File: config.mk
export PLATFORM = sky130hd
export DESIGN_NAME = fp_aligner
export DESIGN_NICKNAME = d
export VERILOG_FILES = /design/src/rtl/fp_pkg.sv /design/src/rtl/fp_align_shift_stage.sv /design/src/rtl/fp_aligner.sv
export SDC_FILE = /design/constraint.sdc
export NUM_CORES = 1
export LEC_CHECK = 0
export BUFFER_PORTS_ARGS = -buffer_cell sky130_fd_sc_hd__buf_2
export CORE_ASPECT_RATIO = 1.75
export CORE_MARGIN = 4
export CORE_UTILIZATION = 54
export CTS_CLUSTER_SIZE = 30
export DETAILED_ROUTE_END_ITERATION = 10
export PLACE_DENSITY_LB_ADDON = 0.08
export SLEW_MARGIN = 20
export SYNTH_ARGS = -nofsm -noshare
export SYNTH_HDL_FRONTEND = slang
export SYNTH_HIERARCHICAL = 1
export SYNTH_SLANG_ARGS = --single-unit
File: constraint.sdc
create_clock -name clk -period 2.1 [get_ports clk]
set_input_delay 0.315 -clock clk [delete_from_list [all_inputs] [get_ports clk]]
set_output_delay 0.315 -clock clk [all_outputs]
set_load 0.02 [all_outputs]
File: src/rtl/fp_pkg.sv
// fp_pkg: shared FSM state type and effective-exponent helper for the FP aligner
package fp_pkg;
    typedef enum logic [1:0] {IDLE, SHIFT, DONE} state_t;
    function automatic logic [31:0] eff_exp(input logic [31:0] e);
        return (e == '0) ? 32'd1 : e;
    endfunction
endpackage

File: src/rtl/fp_align_shift_stage.sv
// fp_align_shift_stage: one-bit right shift of {sig,G,R,S} folding R into sticky
module fp_align_shift_stage #(
    parameter int W = 27
) (
    input  logic [W-1:0] din,
    output logic [W-1:0] dout
);
    assign dout = {1'b0, din[W-1:2], din[1] | din[0]};
endmodule

File: src/rtl/fp_aligner.sv
// fp_aligner: swaps operands by exponent and aligns the smaller significand one bit per cycle
module fp_aligner
    import fp_pkg::*;
#(
    parameter int M = 23,
    parameter int E = 8
) (
    input  logic         clk,
    input  logic         rst_n,
    input  logic         in_valid,
    output logic         in_ready,
    input  logic [E-1:0] a_exp,
    input  logic [E-1:0] b_exp,
    input  logic [M-1:0] a_frac,
    input  logic [M-1:0] b_frac,
    output logic         out_valid,
    input  logic         out_ready,
    output logic [E-1:0] exp_out,
    output logic [M:0]   big_sig,
    output logic [M:0]   small_sig,
    output logic         guard,
    output logic         round,
    output logic         sticky,
    output logic         swapped,
    output logic         special
);
    localparam int CW = $clog2(M + 4);
    state_t        state;
    logic [CW-1:0] cnt;
    logic [M+3:0]  ext, ext_nx;
    logic [31:0]   ea, eb, d, nn;
    logic          a_big, spec;
    logic [M:0]    sa, sb;
    always_comb begin
        ea    = eff_exp(32'(a_exp));
        eb    = eff_exp(32'(b_exp));
        a_big = ea >= eb;
        d     = a_big ? ea - eb : eb - ea;
        spec  = (&a_exp) | (&b_exp);
        nn    = spec ? '0 : (d > 32'(M + 3) ? 32'(M + 3) : d);
        sa    = {|a_exp, a_frac};
        sb    = {|b_exp, b_frac};
    end
    fp_align_shift_stage #(.W(M + 4)) u_stage (.din(ext), .dout(ext_nx));
    assign in_ready  = state == IDLE;
    assign out_valid = state == DONE;
    assign small_sig = ext[M+3:3];
    assign guard     = ext[2];
    assign round     = ext[1];
    assign sticky    = ext[0];
    always_ff @(posedge clk or negedge rst_n) begin
        if (!rst_n) begin
            state   <= IDLE;
            cnt     <= '0;
            ext     <= '0;
            exp_out <= '0;
            big_sig <= '0;
            swapped <= 1'b0;
            special <= 1'b0;
        end else begin
            case (state)
                IDLE: if (in_valid) begin
                    state   <= SHIFT;
                    cnt     <= CW'(nn);
                    exp_out <= a_big ? a_exp : b_exp;
                    big_sig <= a_big ? sa : sb;
                    ext     <= {a_big ? sb : sa, 3'b000};
                    swapped <= !a_big;
                    special <= spec;
                end
                SHIFT: if (cnt != '0) begin
                    ext <= ext_nx;
                    cnt <= cnt - CW'(1);
                end else begin
                    state <= DONE;
                end
                DONE: if (out_ready) state <= IDLE;
                default: state <= IDLE;
            endcase
        end
    end
endmodule

# [Word level (Yosys, flattened, before mapping)]
# Cells that the tools add are included.
# W data, S select, Z words.
[classes] reduce_logical=13 mul=0 n_eq_ne=6 shifts=0 muxes=18 order_cmp=2 n_addsub=3 bitwise=2 div_mod_pow=0
[ops] cell="$mux W27" count=2
[ops] cell="$pmux W27 S2" count=1
[ops] cell="$mux W24" count=2
[ops] cell="$gt A32 B5 Y1 const B" count=1
[ops] cell="$mux W32" count=1
[ops] cell="$mux W8" count=3
[ops] cell="$mux W5" count=4
[ops] cell="$sub A8 B8 Y9" count=2
[ops] cell="$logic_not A8 Y1" count=2
[ops] cell="$reduce_and A8 Y1" count=2
[ops] cell="$reduce_or A8 Y1" count=2
[ops] cell="$pmux W5 S2" count=1
[ops] cell="$ge A8 B8 Y1" count=1
[ops] cell="$mux W2" count=3
[ops] cell="$ne A2 B2 Y1 const B" count=3
[ops] cell="$pmux W2 S3" count=1
[ops] cell="$reduce_and A3 Y1" count=2
[ops] cell="$reduce_bool A5 Y1" count=1
[ops] cell="$sub A5 B1 Y5 const B" count=1
[ops] cell="$eq A2 B1 Y1 const B" count=1
[ops] cell="$eq A2 B2 Y1 const B" count=1
[ops] cell="$logic_not A2 Y1" count=1
[ops] cell="$ne A2 B1 Y1 const B" count=1
[ops] cell="$or A1 B1 Y1" count=2
[ops] cell="other kinds (3)" count=3
[totals] wordCells=51 mem_count=0 rom_bits=0 latchBits=0 ramBits=0 in_bits=66 ff_bits=68 out_inout_bits=63

# [Longest topological paths before layout]
[logic_depth] word_depth=9 ltp_mapped=14 ltp_nobuf=13

# [Modules after synthesis]
# Netlist, hierarchy kept.
[by_module_without_submodules] mod="fp_aligner" instances=1 area_per_inst_um2=4555.6 seq_area_each_um2=1701.6 cells_per_inst=581
[by_module_without_submodules] mod="fp_align_shift_stage" instances=1 area_per_inst_um2=205.2 seq_area_each_um2=0.0 cells_per_inst=28

# [Worst setup path before layout]
# No wires, ideal clock.
[synth_path] kind="input-to-reg" from="input port a_exp[0]" to="register cnt[1]" setup_slack_ns=-0.690 t_required_ns=1.949 n_path_buf=0 arrival_time_ns=2.639 cell_stages=13 setup_time_ns=0.151 path_cell_list="nor4_1 -> nand2_1 -> nand2b_1 -> inv_1 -> ha_1 -> fa_1 -> nor2b_1 -> o2111ai_1 -> a31o_2 -> a32oi_1 -> nand2_1 -> a2111oi_0 -> a221oi_1"
[synth_between] elab_chain_len=9 word_cells_on_any_way=13 classes_between="add/sub (2); order compare (2); mux (6); bitwise (1); reduce/logical (2)"
[synth_rtl] element="start, declared" line="fp_aligner.sv:12" rtl="input logic [E-1:0] a_exp,"
[synth_rtl] element="$logic_not A8 Y1" line="fp_pkg.sv:5" rtl="return (e == '0) ? 32'd1 : e;"
[synth_rtl] element="$mux W8" line="fp_pkg.sv:5"
[synth_rtl] element="$sub A8 B8 Y9 / $ge A8 B8 Y1 (equally long branches)" line="fp_aligner.sv:38, fp_aligner.sv:37"
[synth_rtl] element="$mux W32" line="fp_aligner.sv:38" rtl="d = a_big ? ea - eb : eb - ea;"
[synth_rtl] element="$gt A32 B5 Y1" line="fp_aligner.sv:40" rtl="nn = spec ? '0 : (d > 32'(M + 3) ? 32'(M + 3) : d);"
[synth_rtl] element="$mux W5" line="fp_aligner.sv:40"
[synth_rtl] element="$mux W5 (*)" line="fp_aligner.sv:40"
[synth_rtl] element="$mux W5 (*)" line="fp_aligner.sv:62" rtl="IDLE: if (in_valid) begin"
[synth_rtl] element="$pmux W5 S2 (*)" line="fp_aligner.sv:61" rtl="case (state)"
[synth_rtl] element="end signal, assigned" line="fp_aligner.sv:64" rtl="cnt <= CW'(nn);"
[synth_rtl] element="end signal, assigned" line="fp_aligner.sv:73" rtl="cnt <= cnt - CW'(1);"
[synth_rtl] element="end, declared" line="fp_aligner.sv:29" rtl="logic [CW-1:0] cnt;"
# Mark *: on every way between the ends. The rest lies on a longest branch, timed or not. The select of a mux whose other input is x is not followed.
# A chain may end at the register's enable or synchronous reset.

# [Final worst setup path]
[layout_path] from="input port b_exp[3]" to="register cnt[3]"
[layout_between] elab_chain_len=9 word_cells_on_any_way=13 classes_between="add/sub (2); order compare (2); mux (6); bitwise (1); reduce/logical (2)"
[layout_rtl] element="start, declared" line="fp_aligner.sv:13" rtl="input logic [E-1:0] b_exp,"
[layout_rtl] element="$logic_not A8 Y1" line="fp_pkg.sv:5"
[layout_rtl] element="$mux W8" line="fp_pkg.sv:5"
[layout_rtl] element="$sub A8 B8 Y9 / $ge A8 B8 Y1 (equally long branches)" line="fp_aligner.sv:38, fp_aligner.sv:37"
[layout_rtl] element="$mux W32" line="fp_aligner.sv:38"
[layout_rtl] element="$gt A32 B5 Y1" line="fp_aligner.sv:40"
[layout_rtl] element="$mux W5" line="fp_aligner.sv:40"
[layout_rtl] element="$mux W5 (*)" line="fp_aligner.sv:40"
[layout_rtl] element="$mux W5 (*)" line="fp_aligner.sv:62"
[layout_rtl] element="$pmux W5 S2 (*)" line="fp_aligner.sv:61"
# Marked as above.

==> impl_results.html <==
<table>
<tr><th>Metric</th><th>Value</th></tr>
<tr><th colspan="2">Setup path</th></tr>
<tr><td>Number of cells on the worst reg-to-reg path</td><td>10</td></tr>
<tr><td>Endpoint type of the worst setup path</td><td>flip-flop</td></tr>
<tr><td>Startpoint type of the worst setup path</td><td>primary input</td></tr>
<tr><td>Required time of the critical path</td><td>2270 ps</td></tr>
<tr><td>Signal arrival time at the worst endpoint</td><td>3040 ps</td></tr>
<tr><td>R2R Path Start</td><td>cnt[0]$_DFFE_PN0P_</td></tr>
<tr><td>Highest net fanout along the worst path</td><td>2</td></tr>
<tr><td>Path type of the worst setup path</td><td>in2reg</td></tr>
<tr><td>Slack of the worst reg-to-reg path</td><td>-20 ps</td></tr>
<tr><td>Critical register-to-register path endpoint</td><td>cnt[0]$_DFFE_PN0P_</td></tr>
<tr><th colspan="2">Floorplanning</th></tr>
<tr><td>Initial core utilization</td><td>a little over half</td></tr>
<tr><td>Cell row count</td><td>45</td></tr>
<tr><td>X dimension of the die</td><td>between 70 and 80 um</td></tr>
<tr><td>Floorplan Core Area</td><td>about 8700 um2</td></tr>
<tr><td>Area of the die</td><td>10400 um2</td></tr>
<tr><td>Num ports</td><td>129</td></tr>
<tr><td>Vertical die dimension</td><td>132 um</td></tr>
<tr><th colspan="2">Yosys</th></tr>
<tr><td>Area fraction of the dominant cell type after synthesis</td><td>35.7%</td></tr>
<tr><td>Adder-cell area share of the yosys netlist</td><td>about 5.6%</td></tr>
<tr><td>Post-synthesis instance area</td><td>4760 um2</td></tr>
<tr><td>Number of warning messages in the yosys log</td><td>6</td></tr>
<tr><td>Synthesized flop and latch total</td><td>68</td></tr>
<tr><td>Xor/xnor cell area share of the yosys netlist</td><td>less than 1%</td></tr>
<tr><td>Post-Syn Nets</td><td>roughly 700</td></tr>
<tr><td>Post-synthesis mux area share</td><td>0.841%</td></tr>
<tr><td>Gate Count Post-Synth</td><td>~610</td></tr>
<tr><td>Simple-gate share of the synthesized area</td><td>between 20% and 30%</td></tr>
<tr><td>Combinational family with the most area after synthesis</td><td>compound AO/OA/AOI/OAI gates</td></tr>
<tr><td>Post-synthesis compound-gate area fraction</td><td>23.5%</td></tr>
<tr><td>Number of enable flip-flop cells after synthesis</td><td>0</td></tr>
<tr><td>Top cells by count, synth</td><td>nand2_1 (127), nor2_1 (70), dfrtp_1 (68)</td></tr>
<tr><td>Leading area contributor after synthesis</td><td>dfrtp_1</td></tr>
<tr><td>Ys async rst share</td><td>100%</td></tr>
<tr><td>Post-synth top flop</td><td>dfrtp_1</td></tr>
<tr><td>Cells taking the most area after synthesis</td><td>dfrtp_1 (36%), nand2_1 (10%), nor2_1 (5.5%)</td></tr>
<tr><td>Unique masters post-synth</td><td>58</td></tr>
<tr><td>Sequential area share after synthesis</td><td>35.7%</td></tr>
<tr><td>Post-synthesis area per instance</td><td>~8 um2</td></tr>
<tr><td>Count leader, synth</td><td>nand2_1</td></tr>
<tr><th colspan="2">Clocking</th></tr>
<tr><td>Number of H-tree branching levels</td><td>3</td></tr>
<tr><td>Buffer cell driving the clock tree root</td><td>clkbuf_16</td></tr>
<tr><td>Clk_lat worst skew</td><td>roughly 340 ps</td></tr>
<tr><td>Clock Sink Count</td><td>68</td></tr>
<tr><td>Clk pin slew, worst setup/hold paths</td><td>around 60 ps</td></tr>
<tr><td>TritonCTS clock tree</td><td>built</td></tr>
<tr><td>Largest buffer count on any clock path</td><td>2</td></tr>
<tr><td>CTS Buf Count</td><td>9</td></tr>
<tr><th colspan="2">Place</th></tr>
<tr><td>PortBufs</td><td>approximately 130</td></tr>
<tr><td>Cell total after placement</td><td>approximately 860</td></tr>
<tr><td>Worst setup slack before clock tree synthesis</td><td>-1010 ps</td></tr>
<tr><td>Instance area after placement</td><td>5910 um2</td></tr>
<tr><td>Final Wtd Congestion</td><td>0.901</td></tr>
<tr><td>HPWL after detailed placement</td><td>11.3 mm</td></tr>
<tr><th colspan="2">GRT</th></tr>
<tr><td>Vias in the first global route</td><td>between 5k and 6k</td></tr>
<tr><td>Total Routing Usage GR</td><td>a little under a third</td></tr>
<tr><td>Wire length of the first global-routing pass</td><td>between 20 and 30 mm</td></tr>
<tr><td>Largest net degree at the start of global routing</td><td>50</td></tr>
<tr><td>Leftover overflow at the end of global routing</td><td>0</td></tr>
<tr><td>Number of antenna violations at the first check in global routing</td><td>1</td></tr>
<tr><th colspan="2">STA</th></tr>
<tr><td>Worst hold slack</td><td>240 ps</td></tr>
<tr><td>Period utilization</td><td>136%</td></tr>
<tr><td>Clock tree skew after final layout</td><td>7.29 ps</td></tr>
<tr><td>Shortest clock period the worst path allows after layout</td><td>about 2900 ps</td></tr>
<tr><td>RSZ-0062 raised after global routing</td><td>true</td></tr>
<tr><td>Final sum of negative setup slack</td><td>-29300 ps</td></tr>
<tr><td>Worst setup margin</td><td>-764 ps</td></tr>
<tr><td>Maximum operating frequency</td><td>349 MHz</td></tr>
<tr><td>Worst Tran Pin Value</td><td>726 ps</td></tr>
<tr><td>Endpoints failing hold</td><td>0</td></tr>
<tr><td>Setup violators final</td><td>62</td></tr>
<tr><td>Final count of pins violating max slew</td><td>0</td></tr>
<tr><td>Worst slew slack as a fraction of its limit</td><td>51.5%</td></tr>
<tr><th colspan="2">Run status</th></tr>
<tr><td>Violations in the final reports</td><td>setup timing</td></tr>
<tr><td>Result of the run</td><td>complete, but fails checks</td></tr>
<tr><th colspan="2">Route</th></tr>
<tr><td>DRC violation total after the first TritonRoute iteration</td><td>between 600 and 700</td></tr>
<tr><td>Via density</td><td>6.44</td></tr>
<tr><td>Antenna-violating nets left</td><td>0</td></tr>
<tr><td>DRT Pass-1 Iters</td><td>9</td></tr>
<tr><td>Vias</td><td>6012</td></tr>
<tr><td>Remaining DRCs</td><td>0</td></tr>
<tr><td>Total wirelength of the detailed-routed design</td><td>~22 mm</td></tr>
<tr><td>Average routed wire per standard cell</td><td>23.2 um</td></tr>
<tr><th colspan="2">Hold path</th></tr>
<tr><td>Hold_sp</td><td>a_frac[13]</td></tr>
<tr><td>Kind of path behind the tightest hold check</td><td>in2reg</td></tr>
<tr><td>Hold Path End</td><td>big_sig[13]$_DFFE_PN0P_</td></tr>
<tr><td>Number of cells traversed by the worst hold path</td><td>3</td></tr>
<tr><th colspan="2">Layout</th></tr>
<tr><td>Sequential cell area</td><td>1700 um2</td></tr>
<tr><td>Fraction of layout cells with a size suffix above 1</td><td>50.6%</td></tr>
<tr><td>Multi-input combinational cell area</td><td>3290 um2</td></tr>
<tr><td>Relative area change from synthesis to final layout</td><td>60.2%</td></tr>
<tr><td>Layout filler cell count</td><td>414</td></tr>
<tr><td>Final non-filler cell total</td><td>roughly 930</td></tr>
<tr><td>Final non-filler cell area</td><td>7630 um2</td></tr>
<tr><td>Number of nets at the end of the flow</td><td>about 900</td></tr>
<tr><th colspan="2">Flow run</th></tr>
<tr><td>Max-capacitance violation count</td><td>0</td></tr>
<tr><th colspan="2">Power</th></tr>
<tr><td>Ratio of total power to cell area</td><td>1280 nW/um2</td></tr>
<tr><td>Maximum ir drop on the vdd rail</td><td>about 0.00079 V</td></tr>
<tr><td>Leak</td><td>around 3.7 nW</td></tr>
</table>
-- worst max-delay path by stage --
stage | end | slack [ps] | startpoint
2_1_floorplan | cnt[3]$_DFFE_PN0P_ | -600 | a_exp[4]
3_3_place_gp | cnt[3]$_DFFE_PN0P_ | -920 | a_exp[4]
4_1_cts | cnt[1]$_DFFE_PN0P_ | -500 | a_exp[3]
5_1_grt | cnt[3]$_DFFE_PN0P_ | -880 | b_exp[6]
6_report | cnt[3]$_DFFE_PN0P_ | -760 | b_exp[3]
3_5_place_dp | cnt[3]$_DFFE_PN0P_ | -1010 | a_exp[0]
-- report_power, final --
part | switching [mW] | internal, mW | leakage (nW)
clock | 0.588 | 1.07 | 0.159
combinational | 3.41 | 2.24 | 2.77
sequential | 0.498 | 1.99 | 0.800
total | 4.50 | 5.30 | 3.73
-- metal layers --
| metal | wire, um | track usage [%] | vias to the layer above |
|---|---|---|---|
| met5 | 0 | 0 | - |
| met4 | 2170 | 20.0 | 0 |
| met3 | 1730 | 4.86 | 187 |
| met2 | 11000 | 57.5 | 490 |
| met1 | 6790 | 31.9 | 2840 |
| li1 | - | - | 2495 |
-- placed cells by master (no fill, tap or decap), drive strengths merged, types with 3 or more instances in the layout --
cell	n
o21ai	22
a311oi	23
nand4	7
o221ai	3
dfrtp	68
and2	3
nand2	127
o21a	3
nand2b	8
nand3	6
or2	4
o22ai	4
nor2	70
buf	263
a31oi	26
a211oi	7
a21oi	16
o211ai	3
xor2	3
nor3	7
mux2i	4
nor4	4
ha	18
clkbuf	15
nor2b	5
a21o	27
inv	31
a21boi	3
-- state kept, by name, summed over array words and instances, names as in the netlist --
register / count
swapped: 1
special: 1
state: 2
exp_out: 8
cnt: 5
big_sig: 24
ext: 27
-- critical path: stages --
cell and delay [ps]:
buf_6 90, nor4_2 260, nand2_1 130, nand2b_1 130, inv_2 60, ha_4 160, fa_2 420, nor2b_4 160
o22a_1 190, o41ai_2 90, nor3_2 280, nand4b_1 190, a221oi_2 340, o221ai_1 210
-- final cells by class --
type / count / area share, %
clock buffer: 10 / 3.13
sequential: 68 / 22.3
tap: 117 / 1.92
timing repair buffer: 269 / 26.8
inverter: 30 / 1.51
antenna: 1 / 0.0328
clock inverter: 6 / 1.13
multi-input combinational: 433 / 43.2
-- timing repair --
action	4_1_cts	5_1_grt
cloned	2	5
endpoints found under the setup margin	62	62
hold buffers	1	0
buffers inserted	34	23
resized for setup	27	189
endpoints found under the hold margin	21	0
pin swaps	21	109
-- per-stage QoR --
stage                     total power [mW]  util [%]
after floorplan                       5.60         -
after global placement                6.73      68.2
after detailed placement              6.86      68.2
after CTS                             8.69      77.1
after global routing                  10.2      88.0
final                                 9.80      88.0
-- logic make-up after synthesis --
| kind of cell | Yosys count |
|---|---|
| other | 1 |
| adders and majority gates | 20 |
| muxes | 4 |
| AOI/OAI and AO/OA | 156 |
| xor gates and xnor gates | 5 |
| and+or+nand+nor | 247 |
| buffers and inverters | 108 |
| DFF | 68 |
(Power assumes the default switching activity.)
